--- config.mk ---
export PLATFORM = sky130hd
export DESIGN_NAME = ksa_swap_fsm
export DESIGN_NICKNAME = d
export VERILOG_FILES = /design/src/rtl/ksa_swap_fsm.sv
export SDC_FILE = /design/constraint.sdc
export NUM_CORES = 1
export LEC_CHECK = 0
export ABC_AREA = 1
export CAP_MARGIN = 30
export CELL_PAD_IN_SITES_DETAIL_PLACEMENT = 0
export CELL_PAD_IN_SITES_GLOBAL_PLACEMENT = 1
export CORE_MARGIN = 1.5
export CORE_UTILIZATION = 32
export CTS_CLUSTER_SIZE = 30
export DETAILED_ROUTE_END_ITERATION = 6
export HOLD_SLACK_MARGIN = 0.05
export PLACE_DENSITY = 0.78
export REMOVE_ABC_BUFFERS = 1
export SLEW_MARGIN = 20
export SYNTH_ARGS = -nofsm -noshare
export SYNTH_HDL_FRONTEND = slang
export SYNTH_SLANG_ARGS = --single-unit
--- constraint.sdc ---
create_clock -name clk -period 2.8 [get_ports clk]
set_input_delay 0.7 -clock clk [delete_from_list [all_inputs] [get_ports clk]]
set_output_delay 0.7 -clock clk [all_outputs]
set_load 0.005 [all_outputs]
--- src/rtl/ksa_swap_fsm.sv ---
// rtl/ksa_swap_fsm.sv - RC4 key-scheduling swap FSM over a single-port 256x8 S-array
module ksa_swap_fsm #(
  parameter int KEY_BYTES = 3
) (
  input  logic                   clk,
  input  logic                   rst,
  input  logic                   array_init_flag,
  input  logic [8*KEY_BYTES-1:0] secret_key,
  output logic [7:0]             address,
  output logic [7:0]             data,
  output logic                   wren,
  input  logic [7:0]             q,
  output logic                   ksa_done_flag
);

  // kidx needs at least one bit even for a single-byte key
  localparam int KW = (KEY_BYTES > 1) ? $clog2(KEY_BYTES) : 1;

  typedef enum logic [2:0] {
    IDLE   = 3'd0,
    RD_SI  = 3'd1,
    CAP_SI = 3'd2,
    RD_SJ  = 3'd3,
    CAP_SJ = 3'd4,
    WR_SI  = 3'd5,
    WR_SJ  = 3'd6,
    DONE   = 3'd7
  } state_t;

  state_t        state;
  state_t        state_nxt;
  logic [7:0]    i;
  logic [7:0]    j;
  logic [KW-1:0] kidx;
  logic [7:0]    si;
  logic [7:0]    sj;
  logic [7:0]    key_byte;

  // Select key byte kidx; byte 0 sits in the most-significant position
  always_comb begin
    key_byte = 8'd0;
    for (int b = 0; b < KEY_BYTES; b++) begin
      if (kidx == KW'(b)) begin
        key_byte = secret_key[8*(KEY_BYTES-1-b) +: 8];
      end
    end
  end

  // State register
  always_ff @(posedge clk) begin
    if (rst) begin
      state <= IDLE;
    end else begin
      state <= state_nxt;
    end
  end

  // Datapath: sample reads, accumulate j, advance i and the key index after each swap
  always_ff @(posedge clk) begin
    if (rst) begin
      i    <= 8'd0;
      j    <= 8'd0;
      kidx <= '0;
      si   <= 8'd0;
      sj   <= 8'd0;
    end else begin
      case (state)
        CAP_SI: begin
          si <= q;
          j  <= j + q + key_byte;
        end
        CAP_SJ: begin
          sj <= q;
        end
        WR_SJ: begin
          i    <= i + 8'd1;
          kidx <= (kidx == KW'(KEY_BYTES - 1)) ? '0 : kidx + KW'(1);
        end
        default: ;
      endcase
    end
  end

  // Next-state logic; termination is keyed on i==255 before its increment
  always_comb begin
    state_nxt = state;
    case (state)
      IDLE:    state_nxt = array_init_flag ? RD_SI : IDLE;
      RD_SI:   state_nxt = CAP_SI;
      CAP_SI:  state_nxt = RD_SJ;
      RD_SJ:   state_nxt = CAP_SJ;
      CAP_SJ:  state_nxt = WR_SI;
      WR_SI:   state_nxt = WR_SJ;
      WR_SJ:   state_nxt = (i == 8'd255) ? DONE : RD_SI;
      DONE:    state_nxt = DONE;
      default: state_nxt = IDLE;
    endcase
  end

  // Memory interface decode: i-phase states address s[i], j-phase states address s[j]
  always_comb begin
    address       = 8'd0;
    data          = 8'd0;
    wren          = 1'b0;
    ksa_done_flag = 1'b0;
    case (state)
      RD_SI, CAP_SI: address = i;
      RD_SJ, CAP_SJ: address = j;
      WR_SI: begin
        address = i;
        data    = sj;
        wren    = 1'b1;
      end
      WR_SJ: begin
        address = j;
        data    = si;
        wren    = 1'b1;
      end
      DONE:    ksa_done_flag = 1'b1;
      default: ;
    endcase
  end

endmodule
==> run summary, run 1 <==
GRT met1 Usage: 23.98%
Top Usage Layer GRT: met2
routing usage on met2: 29.22%
Vias: 2359
Num CTS Buffers: 5
MaxCap Viol Count: 0
synth cell count leaders: 61 x inv_1, 59 x nand2_1, 38 x o21ai_0, 37 x dfxtp_1
CP max FO: 3
Root Buffer: clkbuf_8
register share of total power: 40.0%
Req. time, crit path: 2.98 ns
proportion of synthesized area in mux cells: 0%
Synth area leader: dfxtp_1
Area contributors post-synth: dfxtp_1 32%, inv_1 9.9%, nand2_1 9.6%
antenna-violating nets left: 0
XOR/XNOR share of the synthesized area: 1.138%
sequential fraction of the synthesis area: 32.07%
Core Util, Final: 47.07%
TritonCTS clock tree: yes
Worst Setup End Kind: flop
met3 Track Usage GR: 3.205%
Num Clock Sinks: 37
run status: completed
largest net degree at the start of global routing: 27
Pwr Density: 449.3 mW/mm^2
postcts setup bufs: 0
total grt overflow: 0
P_leak: 0.001368 uW
number of flops mapped to enable cells by yosys: 0
internal power: 998.0 uW
Max Root-Sink Buffers: 2
insertion delay to the later sink of the worst-skew pair: 0.29 ns
Mapped Area: 0.002310 mm^2
register area: 740.7 um^2
die area: 0.007736 mm^2
DRC: 0
Reg clk slew, reported paths: 0.07 ns
number of DRC markers in iteration 0: 116
clock share of power: 28.7%
Comb pwr share: 31.4%
WL final: 6216 um
Mapped Avg Cell Area: 6.773 um^2
Mapped Cells: 341
Post-DP HPWL: 4870 um
Peak VDD IR: 268.0 uV
largest family of logic cells by synthesized area: simple AND/OR/NAND/NOR gates
flops & latches, synth: 37
routability cong.: 0.8437
Die Wd: 87.96 um
Final Skew: 0.008272 ns
final setup fails: 0
Starting Density: 33.62%
Crit Path Class: primary input to flop
adder-cell area share of the yosys netlist: 10.73%
diode count: 0
io pins: 53
Tot Pwr: 1453 uW
Max Fclk: 0.3664 GHz
H-tree depth: 2
Core ar.: 0.006869 mm^2
Primary FF master, synth: dfxtp_1
Synth cell types: 29
number of port buffers: 52
Slew @ Worst Pin: 0.3993 ns
Period minus WS final: 2.729 ns
Ys Warns: 0
Final Max Slew Viols: 0
TNS Setup: 0 ns
# rows: 30
gr usage total: 17.78%
Psw: 454.7 uW
drt pass-1 iters: 4
hold_buf cts: 0
Sw Share: 31.30%
vias in the first global route: 2313
post-synthesis compound-gate area fraction: 19.34%
final hold vios: 0
Fillers: 721
Layout area overhead: 39.98%
Post-Synth Simple-Gate Area: 24.65%
Multi-input gate area: 0.001354 mm^2
die height: 87.96 um
RSZ-0062 raised after global routing: yes
first-pass GRT wire length: 10610 um
CP startpoint kind: primary input
Max transition margin: 73.28%
Final #Nets: 459
Async SR Flop Fraction: 0%
DR vias/cell: 4.662
initial antenna violation count: 0
worst endpoint data arrival time: 2.91 ns
most frequent cell after synthesis: inv_1
Final period util: 97.47%
worst min path class: flop to flop
Yosys top cell area share: 32.07%
layout cells sized above 1: 11.71%
wire per inst: 12.28 um
[path summary, 6_finish.rpt]
check,startpoint,to,slack [ns],cells after the start
setup / recovery,secret_key[0],j[5],0.07,13
hold / removal,si[6],si[6],0.45,2
setup reg to reg,kidx[1],j[5],0.19,15
hold reg to reg,si[6],si[6],0.45,2
[per-stage QoR]
| stage | cell area, um^2 | hold slack, ns | cells | worst slack, ns |
|---|---|---|---|---|
| finish | 3233 | 0.4462 | 506 | 0.07078 |
| global route | 3233 | 0.4699 | 506 | -0.008288 |
| detailed placement | 3063 | 0.4370 | 498 | -0.3821 |
| CTS | 3172 | 0.4487 | 506 | 0.01832 |
| floorplan | 2267 | 0.4266 | 331 | 0.2010 |
| global placement | 3063 | 0.4310 | 498 | -0.3174 |
[timing repair]
item | 4_1_cts | 5_1_grt
pin swaps | 0 | 11
gates resized for setup | 2 | 17
setup endpoints to repair | 2 | 8
[flip-flops by register name (all words and copies together) (netlist names)]
| register | cells |
|---|---|
| j | 8 |
| i | 8 |
| kidx | 2 |
| state | 3 |
| sj | 8 |
| si | 8 |
[worst max-delay path, cell delays in order]
cell and delay [ns]:
clkdlybuf4s50_1 0.49, a22o_1 0.16, a21oi_1 0.06, fa_1 0.36
inv_1 0.07, ha_2 0.18, inv_2 0.04, fa_2 0.41
inv_2 0.07, a21oi_1 0.07, xnor2_1 0.12, o21ai_1 0.13
inv_1 0.04
[metal layers]
metal / wire [um] / vias to the layer above
li1: - / 1254
met1: 3078 / 1063
met2: 2914 / 36
met3: 163 / 6
met4: 60 / 0
met5: 0 / -
[layout make-up]
type	count	area share (%)
inverter	63	7.314
sequential	37	22.91
clock inverter	1	0.1548
clock buffer	7	2.980
tap	96	3.715
timing repair buffer	71	21.05
multi-input combinational	231	41.87
[power by group through the flow]
| stage | Clock (uW) | Combinational (uW) | Sequential (uW) |
|---|---|---|---|
| 2_1_floorplan | 0 | 255 | 588 |
| 3_3_place_gp | 0 | 420 | 593 |
| 3_5_place_dp | 0 | 424 | 593 |
| 4_1_cts | 435 | 429 | 581 |
| 5_1_grt | 454 | 524 | 585 |
| 6_report | 417 | 456 | 580 |
[kinds of logic after synthesis]
logic type      Yosys count
compound gates           83
fa+ha+maj                15
xor+xnor                  3
flops                    37
buf+inv                  73
simple gates            130
[cells in the final DEF, fill, tap and decap left out, types with 3 or more instances in the layout]
cell,Yosys,final
a21oi_1,32,31
buf_4,0,18
clkbuf_8,0,7
clkdlybuf4s50_1,0,50
dfxtp_1,37,37
fa_1,8,7
ha_1,7,4
inv_1,61,58
inv_2,1,4
nand2_1,59,57
nand2_2,1,3
nand3_1,32,31
nor2_1,22,21
nor2_2,2,3
nor3_1,8,7
o21ai_0,38,36
o22ai_1,6,6
Note: power is estimated with default switching activity, not from simulation.
==> inputs of run 2 (changes only) <==
--- a/config.mk
+++ b/config.mk
@@ -6,7 +6,7 @@
 export NUM_CORES = 1
 export LEC_CHECK = 0
 export ABC_AREA = 1
-export CAP_MARGIN = 30
+export CAP_MARGIN = 10
 export CELL_PAD_IN_SITES_DETAIL_PLACEMENT = 0
 export CELL_PAD_IN_SITES_GLOBAL_PLACEMENT = 1
 export CORE_MARGIN = 1.5
==> results of run 2 <==
Final layout, timing and power as in run 1 (identical DEF).
==> inputs of run 3 (changes only) <==
--- a/config.mk
+++ b/config.mk
@@ -20,3 +20,4 @@
 export SYNTH_ARGS = -nofsm -noshare
 export SYNTH_HDL_FRONTEND = slang
 export SYNTH_SLANG_ARGS = --single-unit
+export TNS_END_PERCENT = 100
==> results of run 3 <==
Final layout, timing and power as in run 1 (identical DEF).
